[config.mk]
export PLATFORM = sky130hd
export DESIGN_NAME = aes_decrypt_controller
export DESIGN_NICKNAME = d
export VERILOG_FILES = /design/src/rtl/aes_decrypt_controller.sv
export SDC_FILE = /design/constraint.sdc
export NUM_CORES = 1
export LEC_CHECK = 0
export CAP_MARGIN = 20
export CORE_ASPECT_RATIO = 2
export CORE_UTILIZATION = 55
export CTS_BUF_LIST = sky130_fd_sc_hd__clkbuf_16
export DETAILED_ROUTE_END_ITERATION = 12
export PLACE_DENSITY = 0.79
export SLEW_MARGIN = 20
export SYNTH_ARGS = -nofsm -noshare
export SYNTH_HDL_FRONTEND = slang
export SYNTH_SLANG_ARGS = --single-unit
[constraint.sdc]
create_clock -name CLK -period 2.26 [get_ports CLK]
set_input_delay 0.339 -clock CLK [delete_from_list [all_inputs] [get_ports CLK]]
set_output_delay 0.339 -clock CLK [all_outputs]
set_load 0.05 [all_outputs]
[src/rtl/aes_decrypt_controller.sv]
// aes_decrypt_controller
//
// Control sequencer for the AES-128 decryption datapath. Converts the
// software START/DONE register handshake into a per-cycle schedule:
// key-expansion wait, state load, initial AddRoundKey, nine full inverse
// rounds and a final inverse round. Holds no datapath state.
//
// Parameters:
//   KEYEXP_CYCLES  cycles the key-expansion unit needs (1..255)
//   SUB_CYCLES     cycles per InvSubBytes, S-box ROM latency (1..4)
//
// Ports:
//   CLK            clock
//   RESET          synchronous, active-high reset
//   AES_START      start request level from the start register
//   AES_DONE       decryption complete, held until AES_START is low
//   BUSY           high in every state except IDLE and DONE
//   KEY_EXP_START  one-cycle pulse launching key expansion
//   STATE_LD       datapath loads its state register at end of this cycle
//   OP_SEL         state-register source: 0 MSG_ENC, 1 AddRoundKey,
//                  2 InvShiftRows, 3 InvSubBytes, 4 InvMixColumns
//   ROUND_IDX      round-key index for AddRoundKey (0 outside ARK states)
//   MIX_WORD       column processed by InvMixColumns (0 outside MIX)
//
// Build option:
//   AES_CTRL_ABORT_EN  when defined, AES_START sampled low in any busy
//                      state returns the sequencer to IDLE.
//
// State table:
//   state    | meaning
//   IDLE     | waiting for AES_START
//   KEYEXP   | waiting KEYEXP_CYCLES for key expansion, pulse on first cycle
//   LOAD     | load ciphertext into the state register
//   ARK_INIT | AddRoundKey with round key 10, round counter set to 9
//   SHIFT    | InvShiftRows
//   SUB      | InvSubBytes, load on last of SUB_CYCLES cycles
//   ARK      | AddRoundKey with round key r, r=0 finishes
//   MIX      | InvMixColumns, one column per cycle, then r decrements
//   DONE     | AES_DONE high until AES_START is seen low

module aes_decrypt_controller #(
  parameter int KEYEXP_CYCLES = 12,
  parameter int SUB_CYCLES    = 1
) (
  input  logic       CLK,
  input  logic       RESET,
  input  logic       AES_START,
  output logic       AES_DONE,
  output logic       BUSY,
  output logic       KEY_EXP_START,
  output logic       STATE_LD,
  output logic [2:0] OP_SEL,
  output logic [3:0] ROUND_IDX,
  output logic [1:0] MIX_WORD
);

  typedef enum logic [3:0] {
    S_IDLE,
    S_KEYEXP,
    S_LOAD,
    S_ARK_INIT,
    S_SHIFT,
    S_SUB,
    S_ARK,
    S_MIX,
    S_DONE
  } state_t;

  localparam logic [7:0] KEYEXP_LAST = 8'(KEYEXP_CYCLES - 1);
  localparam logic [1:0] SUB_LAST    = 2'(SUB_CYCLES - 1);

  localparam logic [2:0] OP_MSG   = 3'd0;
  localparam logic [2:0] OP_ARK   = 3'd1;
  localparam logic [2:0] OP_SHIFT = 3'd2;
  localparam logic [2:0] OP_SUB   = 3'd3;
  localparam logic [2:0] OP_MIX   = 3'd4;

  state_t     state_q, state_d;
  logic [7:0] cyc_q, cyc_d;
  logic [1:0] sub_q, sub_d;
  logic [3:0] rnd_q, rnd_d;
  logic [1:0] mix_q, mix_d;

  logic       done_q, done_d;
  logic       busy_q, busy_d;
  logic       kes_q, kes_d;
  logic       ld_q, ld_d;
  logic [2:0] op_q, op_d;
  logic [3:0] ridx_q, ridx_d;
  logic [1:0] mixw_q, mixw_d;

  always_comb begin
    state_d = state_q;
    cyc_d   = cyc_q;
    sub_d   = sub_q;
    rnd_d   = rnd_q;
    mix_d   = mix_q;

    case (state_q)
      S_IDLE: begin
        if (AES_START) begin
          state_d = S_KEYEXP;
          cyc_d   = KEYEXP_LAST;
        end
      end
      S_KEYEXP: begin
        if (cyc_q == 8'd0) state_d = S_LOAD;
        else               cyc_d   = cyc_q - 8'd1;
      end
      S_LOAD: state_d = S_ARK_INIT;
      S_ARK_INIT: begin
        rnd_d   = 4'd9;
        state_d = S_SHIFT;
      end
      S_SHIFT: begin
        sub_d   = SUB_LAST;
        state_d = S_SUB;
      end
      S_SUB: begin
        if (sub_q == 2'd0) state_d = S_ARK;
        else               sub_d   = sub_q - 2'd1;
      end
      S_ARK: begin
        if (rnd_q == 4'd0) begin
          state_d = S_DONE;
        end else begin
          state_d = S_MIX;
          mix_d   = 2'd0;
        end
      end
      S_MIX: begin
        if (mix_q == 2'd3) begin
          // rnd_q is at least 1 here, since ARK with r=0 never enters MIX
          state_d = S_SHIFT;
          rnd_d   = rnd_q - 4'd1;
          mix_d   = 2'd0;
        end else begin
          mix_d = mix_q + 2'd1;
        end
      end
      S_DONE: begin
        if (!AES_START) state_d = S_IDLE;
      end
      default: state_d = S_IDLE;
    endcase

`ifdef AES_CTRL_ABORT_EN
    if (state_q != S_IDLE && state_q != S_DONE && !AES_START) begin
      state_d = S_IDLE;
      cyc_d   = 8'd0;
      sub_d   = 2'd0;
      rnd_d   = 4'd0;
      mix_d   = 2'd0;
    end
`endif

    // Outputs are decoded from the next state so the registered copies
    // line up with the state they describe.
    done_d = (state_d == S_DONE);
    busy_d = (state_d != S_IDLE) && (state_d != S_DONE);
    kes_d  = (state_q == S_IDLE) && (state_d == S_KEYEXP);
    ld_d   = 1'b0;
    op_d   = OP_MSG;
    ridx_d = 4'd0;
    mixw_d = 2'd0;

    case (state_d)
      S_LOAD: begin
        ld_d = 1'b1;
        op_d = OP_MSG;
      end
      S_ARK_INIT: begin
        ld_d   = 1'b1;
        op_d   = OP_ARK;
        ridx_d = 4'd10;
      end
      S_SHIFT: begin
        ld_d = 1'b1;
        op_d = OP_SHIFT;
      end
      S_SUB: begin
        // The S-box ROM result is only valid on the last SUB cycle.
        ld_d = (sub_d == 2'd0);
        op_d = OP_SUB;
      end
      S_ARK: begin
        ld_d   = 1'b1;
        op_d   = OP_ARK;
        ridx_d = rnd_d;
      end
      S_MIX: begin
        ld_d   = 1'b1;
        op_d   = OP_MIX;
        mixw_d = mix_d;
      end
      default: ;
    endcase
  end

  always_ff @(posedge CLK) begin
    if (RESET) begin
      state_q <= S_IDLE;
      cyc_q   <= 8'd0;
      sub_q   <= 2'd0;
      rnd_q   <= 4'd0;
      mix_q   <= 2'd0;
      done_q  <= 1'b0;
      busy_q  <= 1'b0;
      kes_q   <= 1'b0;
      ld_q    <= 1'b0;
      op_q    <= OP_MSG;
      ridx_q  <= 4'd0;
      mixw_q  <= 2'd0;
    end else begin
      state_q <= state_d;
      cyc_q   <= cyc_d;
      sub_q   <= sub_d;
      rnd_q   <= rnd_d;
      mix_q   <= mix_d;
      done_q  <= done_d;
      busy_q  <= busy_d;
      kes_q   <= kes_d;
      ld_q    <= ld_d;
      op_q    <= op_d;
      ridx_q  <= ridx_d;
      mixw_q  <= mixw_d;
    end
  end

  assign AES_DONE      = done_q;
  assign BUSY          = busy_q;
  assign KEY_EXP_START = kes_q;
  assign STATE_LD      = ld_q;
  assign OP_SEL        = op_q;
  assign ROUND_IDX     = ridx_q;
  assign MIX_WORD      = mixw_q;

endmodule
==> results by group, run 1 <==
Run status
  – Status: complete, no violations

Floorplanning
  – Site Rows: 26
  – Die area: about 3000 um^2
  – Initial Utilization: 59.0%
  – Die height: 76.3 um
  – Chip width: 39.1 um
  – Core Area: 2570 um^2
  – I/O Pins: 16

Detailed routing
  – Wirelength per Cell: roughly 18 um
  – Residual DRC: 0
  – First DRT Iteration DRCs: 35
  – Via density: just over 6
  – 1st-pass router iterations: 4
  – Routed WL: 3850 um
  – Antenna Nets Post-Route: 0
  – Via count: 1348

Worst setup path
  – Reg2reg start: rnd_q[0]
  – Critical path data required time: between 2 and 2.5 ns
  – Critical path class: reg -> reg
  – Worst EP arrival: 2.21 ns
  – Setup crit start: rnd_q[0]
  – CP startpoint kind: register
  – Crit-path max FO: 5
  – Endpoint class of the critical path: register

Cells and area
  – Fin area: 1850 um^2
  – Fin nets: 195
  – Total area of sequential cells: 661 um^2
  – Area of the multi-input gates: roughly 790 um^2
  – Share of layout cells above drive strength 1: 12.7%
  – Final core occ: slightly above 70%
  – Area grow syn2layout: 22.0%
  – Diodes inserted: 0
  – Fill count: 199

Logic synthesis
  – Register area share after synthesis: 43.6%
  – Synth area leader: dfxtp_1
  – Post-synth EDFFs: 0
  – Mapped Avg Cell Area: 9.03 um^2
  – Post-synth top cells: dfxtp_1, nor2_1, nand2_1
  – Asr flop ratio synth: 0%
  – Share of the synthesized area in the top cell type: 43.6%
  – Post-Syn Area: 1520 um^2
  – Synth warn: 0
  – Synth cell types: 51
  – Count leader, synth: dfxtp_1
  – Synth area leaders: dfxtp_1, nor2_1, nand2b_1, nand2_1, a21oi_1
  – Yosys reg bits: 33
  – Syn_nets: 174
  – Cells after Synth: between 150 and 200
  – Dominant synthesized flop cell: dfxtp_1

Global route
  – Largest net degree at the start of global routing: 17
  – Number of global-route vias before repair: 1371
  – Antenna violations before repair: 0
  – Grt ovf: 0
  – Tot GR Track Use: between 20% and 30%
  – Global-route wire length before repair: 6110 um

Power and ir drop
  – Pwr dens: 1230 nW/um^2
  – Power share of the sequential group: 33.7%
  – Worst vdd ir: 685 uV
  – Clk pwr share: between 20% and 30%
  – Logic pwr share: 39.7%
  – Internal: between 1 and 1.5 mW
  – Sw Ratio: 37.4%
  – Leak: 0.700 nW
  – Net Switching: 854 uW

Timing
  – Final worst setup slack: between 0.2 and 0.3 ns
  – RSZ-0062 raised after global routing: no
  – Post-Route Skew: 0.00363 ns
  – Tmin final: 2.00 ns
  – Tightest Pin Transition: 0.600 ns
  – Max Slew Vio Count: 0
  – Final hold viol count: 0
  – Final TNS setup: 0 ns
  – Final worst path period share: 88.5%
  – Final setup fails: 0
  – Max Clock Freq: ~0.5 GHz
  – Max transition margin: about three fifths

Place
  – DP HPWL: 2810 um
  – Cell Area, Placed: 1720 um^2
  – IO buf count: 15
  – Gp weighted congestion: 0.818
  – Place WS: roughly 0.30 ns

Clocking
  – Post-CTS sizing: 0
  – CTS H-tree depth: 2
  – Skew-Pair Late Insertion Delay: 0.27 ns
  – Root Driver: clkbuf_16
  – TritonCTS clock tree: done
  – Clock sink count: 33
  – Maximum buffer depth of the clock tree: 2
  – Setup Buffers After CTS: 0
  – Hold_buf cts: 0
  – Total CTS buffers: 5
  – Clock transition at path regs: 0.05 ns

Job
  – Max-cap violations: 0

Worst hold path
  – Hold Path Class: reg -> reg
  – Hold Crit Start: cyc_q[7]
## critical path, stage by stage (launching register included)
cell and delay [ns]:
dfxtp_1 0.36, inv_1 0.06, ha_1 0.23, nor4b_1 0.19, a221o_1 0.43, or4_1 0.55, o21ai_1 0.11
## kinds of logic (layout without fill, tap and decap cells)
logic type,after synthesis,after routing,synth area share (%)
and+or+nand+nor,74,74,28.5
AOI/OAI and AO/OA,38,38,18.8
DFF,33,33,43.6
buffers and inverters,16,37,4.12
adders and majority gates,3,3,2.48
xor gates and xnor gates,2,2,1.16
muxes,2,2,1.32
## sequential cells by signal, summed over array words and instances, names as in the netlist
register	flops
cyc_q	8
ROUND_IDX	4
rnd_q	4
state_q	4
OP_SEL	3
MIX_WORD	2
mix_q	2
sub_q	2
AES_DONE	1
BUSY	1
KEY_EXP_START	1
STATE_LD	1
## per-layer routing
layer,share of wire (%),routed length (um),vias to the layer above,GRT usage [%]
met5,0,0,-,0
met4,4.0,154,0,16.6
met1,33,1280,656,24.8
li1,-,-,652,-
met2,60,2300,28,55.5
met3,3.0,116,12,7.87
## cell type report
type                            count  share of cell area, %
Clock buffer                        5                   6.76
Sequential cell                    33                   35.7
Clock inverter                      2                  0.406
Multi-Input combinational cell    119                   42.9
Inverter                            9                   1.83
Timing Repair Buffer               21                   10.5
Tap cell                           28                   1.89
## worst paths after layout
path,end,slack (ns),cells past startpoint
setup / recovery,OP_SEL[0],0.26,6
hold / removal,cyc_q[7],0.50,2
setup reg to reg,OP_SEL[0],0.26,6
hold reg to reg,cyc_q[7],0.50,2
## through the flow
| step | hold slack (ns) | power [mW] | std cells |
|---|---|---|---|
| 2_1_floorplan | 0.441 | 1.42 | 168 |
| 3_3_place_gp | 0.463 | 1.61 | 210 |
| 3_5_place_dp | 0.485 | 1.66 | 210 |
| 4_1_cts | 0.494 | 2.29 | 217 |
| 5_1_grt | 0.514 | 2.39 | 217 |
| 6_report | 0.496 | 2.28 | 217 |
## power by group through the flow
stage | clock (mW) | combinational [mW] | sequential (mW)
2_1_floorplan | 0 | 0.565 | 0.857
3_3_place_gp | 0 | 0.847 | 0.768
3_5_place_dp | 0 | 0.885 | 0.777
4_1_cts | 0.621 | 0.903 | 0.766
5_1_grt | 0.642 | 0.974 | 0.777
6_report | 0.608 | 0.905 | 0.769
## placed cells by master, fill, tap and decap left out, types with 3 or more instances in the layout
cell | netlist | final
a21oi_1 | 9 | 9
nand3_1 | 3 | 3
clkbuf_16 | 0 | 5
buf_4 | 0 | 6
a31oi_1 | 3 | 3
o21ai_0 | 3 | 3
nor3b_1 | 4 | 4
o2111ai_1 | 5 | 5
dfxtp_1 | 33 | 33
nor3_1 | 5 | 5
inv_1 | 9 | 10
nand2_1 | 13 | 13
nor2_1 | 16 | 16
o21ai_1 | 3 | 3
nand2b_1 | 9 | 9
clkdlybuf4s50_1 | 0 | 15
ha_1 | 3 | 3
(Power assumes the default switching activity.)
==> run 2: changes to the inputs <==
--- a/config.mk
+++ b/config.mk
@@ -7,6 +7,7 @@
 export LEC_CHECK = 0
 export CAP_MARGIN = 20
 export CORE_ASPECT_RATIO = 2
+export CORE_MARGIN = 5
 export CORE_UTILIZATION = 55
 export CTS_BUF_LIST = sky130_fd_sc_hd__clkbuf_16
 export DETAILED_ROUTE_END_ITERATION = 12
==> run 2 against run 1 <==
Effect of this change:
- clock power up 3%
- via count down 3.3%
- routed wire length down 6.9%
- sequential power up 0.7%
- sequential share of layout area up 0.32 points
- largest cell class unchanged
==> results by group, run 2 (same netlist as run 1, synthesis figures left out) <==
Cells and area
  – Number of flip-flops in the largest register: 8 (unchanged)
  – Most common cell after layout, fill and taps aside: dfxtp_1
  – Fin nets: 192 (-1.5%)
  – Fill count: 222 (+12%)
  – Diodes inserted: 0 (unchanged)
  – Share of layout cells above drive strength 1: 11.8% (-0.93 points)
  – Final core occ: 67.9% (-4.1 points)
  – Area grow syn2layout: 21.0%
  – Most flops, register: cyc_q
  – Most frequent cells in the layout: dfxtp_1, nor2_1, clkdlybuf4s50_1

Worst setup path
  – Worst EP arrival: 2.18 ns (-0.03 ns)
  – Reg2Reg Depth: 6 (unchanged)
  – Reg2Reg Setup Slack: 0.28 ns (+0.02 ns)
  – Critical path data required time: 2.46 ns (about the same)
  – CP startpoint kind: register
  – Endpoint class of the critical path: register
  – Critical path class: reg -> reg
  – Worst R2R End: OP_SEL[0]
  – Crit-path max FO: 5 (unchanged)
  – Reg2reg start: rnd_q[0]

Clocking
  – Skew-Pair Late Insertion Delay: 0.27 ns (about the same)
  – Root Driver: clkbuf_16
  – CTS H-tree depth: 2 (unchanged)
  – Clock sink count: 33 (unchanged)
  – Total CTS buffers: 5 (unchanged)
  – Setup Buffers After CTS: 0 (unchanged)
  – Post-CTS sizing: 0 (unchanged)
  – Maximum buffer depth of the clock tree: 2 (unchanged)
  – TritonCTS clock tree: done
  – Hold_buf cts: 0 (unchanged)
  – Clock transition at path regs: 0.05 ns (about the same)

Detailed routing
  – Wirelength per Cell: 16.6 um (-6.5%)
  – Antenna Nets Post-Route: 0 (unchanged)
  – 1st-pass router iterations: 4 (unchanged)
  – First DRT Iteration DRCs: 38 (+8.6%)
  – Via count: 1304 (-3.3%)
  – Via density: 6.04 (-2.8%)
  – Residual DRC: 0 (unchanged)
  – Routed WL: 3580 um (-6.9%)

Timing
  – Final hold viol count: 0 (unchanged)
  – Tmin final: 1.98 ns (-0.0172 ns)
  – Final setup fails: 0 (unchanged)
  – Final worst path period share: 87.8% (-0.76 points)
  – Final TNS setup: 0 ns (unchanged)
  – Tightest Pin Transition: 0.683 ns (+0.0831 ns)
  – Max Slew Vio Count: 0 (unchanged)
  – Post-Route Skew: 0.00189 ns (-0.00173 ns)
  – Max transition margin: 54.0% (-5.6 points)
  – RSZ-0062 raised after global routing: no
  – Max Clock Freq: 0.504 GHz (+0.87%)

Floorplanning
  – Initial Utilization: 56.1% (-2.9 points)
  – Core Area: 2700 um^2 (+5.2%)
  – Site Rows: 27 (+3.8%)
  – Die area: 3970 um^2 (+33%)
  – Die height: 84.3 um (+10%)
  – I/O Pins: 16 (unchanged)
  – Chip width: 47.1 um (+20%)

Global route
  – Antenna violations before repair: 0 (unchanged)
  – Largest net degree at the start of global routing: 18 (+1)
  – Number of global-route vias before repair: 1333 (-2.8%)
  – Grt ovf: 0 (unchanged)
  – Tot GR Track Use: 21.5% (-8.3 points)
  – Global-route wire length before repair: 6220 um (+1.7%)

Power and ir drop
  – Leak: 0.685 nW (-2.2%)
  – Pwr dens: 1230 nW/um^2 (-0.48%)
  – Worst vdd ir: 792 uV (+16%)

Run status
  – Status: complete, no violations

Place
  – DP HPWL: 2770 um (-1.5%)
  – Gp weighted congestion: 0.946 (+16%)
  – IO buf count: 15 (unchanged)

Worst hold path
  – Hold Path Class: reg -> reg
  – Hold depth: 2 (unchanged)
  – Hold Path Sink: cyc_q[7]
  – Hold Crit Start: cyc_q[7]

Job
  – Max-cap violations: 0 (unchanged)
run 2: changes by cell type in the layout (fill, tap and decap cells not counted):
cell	previous run	this run
buf_4	6	3
clkinv_2	0	1
clkinv_1	1	2
inv_1	10	9
run 2: cell type report:
class,instances,area (um^2),area share (%)
tap,29,36.3,1.98
sequential,33,661,36.0
timing repair buffer,18,173,9.41
clock buffer,5,125,6.82
multi-input combinational,119,793,43.2
inverter,9,33.8,1.84
clock inverter,3,12.5,0.682
run 2: worst max-delay path by stage:
stage | from | endpoint | slack, ns | depth (start not counted)
final | rnd_q[0] | OP_SEL[0] | 0.28 | 6
after CTS | rnd_q[0] | OP_SEL[0] | 0.29 | 6
after global placement | rnd_q[0] | OP_SEL[0] | 0.37 | 6
after floorplan | rnd_q[0] | OP_SEL[0] | 0.47 | 6
after detailed placement | RESET | cyc_q[4] | 0.26 | 4
after global routing | rnd_q[0] | OP_SEL[0] | 0.21 | 6
run 2: critical path, cell delays in order, from the launching register on:
cell     delay, ns
dfxtp_1       0.37
inv_1         0.06
ha_1          0.23
nor4b_1       0.18
a221o_1       0.42
or4_1         0.55
o21ai_1       0.11
run 2: report_power, final:
part / switching, mW / total, mW / internal, mW
logic: 0.513 / 0.853 / 0.340
registers: 0.0871 / 0.774 / 0.687
clock network: 0.228 / 0.625 / 0.397
run 2: through the flow:
stage / instances / hold slack (ns) / total power, mW / instance area (um^2) / setup WS [ns]
after floorplan: 168 / 0.441 / 1.42 / 1520 / 0.473
after global placement: 208 / 0.460 / 1.60 / 1700 / 0.370
after detailed placement: 208 / 0.497 / 1.63 / 1700 / 0.265
after CTS: 216 / 0.505 / 2.26 / 1830 / 0.294
after global routing: 216 / 0.530 / 2.38 / 1830 / 0.213
final: 216 / 0.498 / 2.25 / 1830 / 0.277
run 2: layer usage:
metal | share of wire, % | routed length, um | vias up | GRT usage [%]
met1 | 36 | 1270 | 637 | 22.5
met2 | 59 | 2130 | 17 | 37.3
met3 | 2.2 | 80 | 9 | 4.94
met4 | 2.7 | 98 | 0 | 10.6
met5 | 0 | 0 | - | 0
li1 | - | - | 641 | -
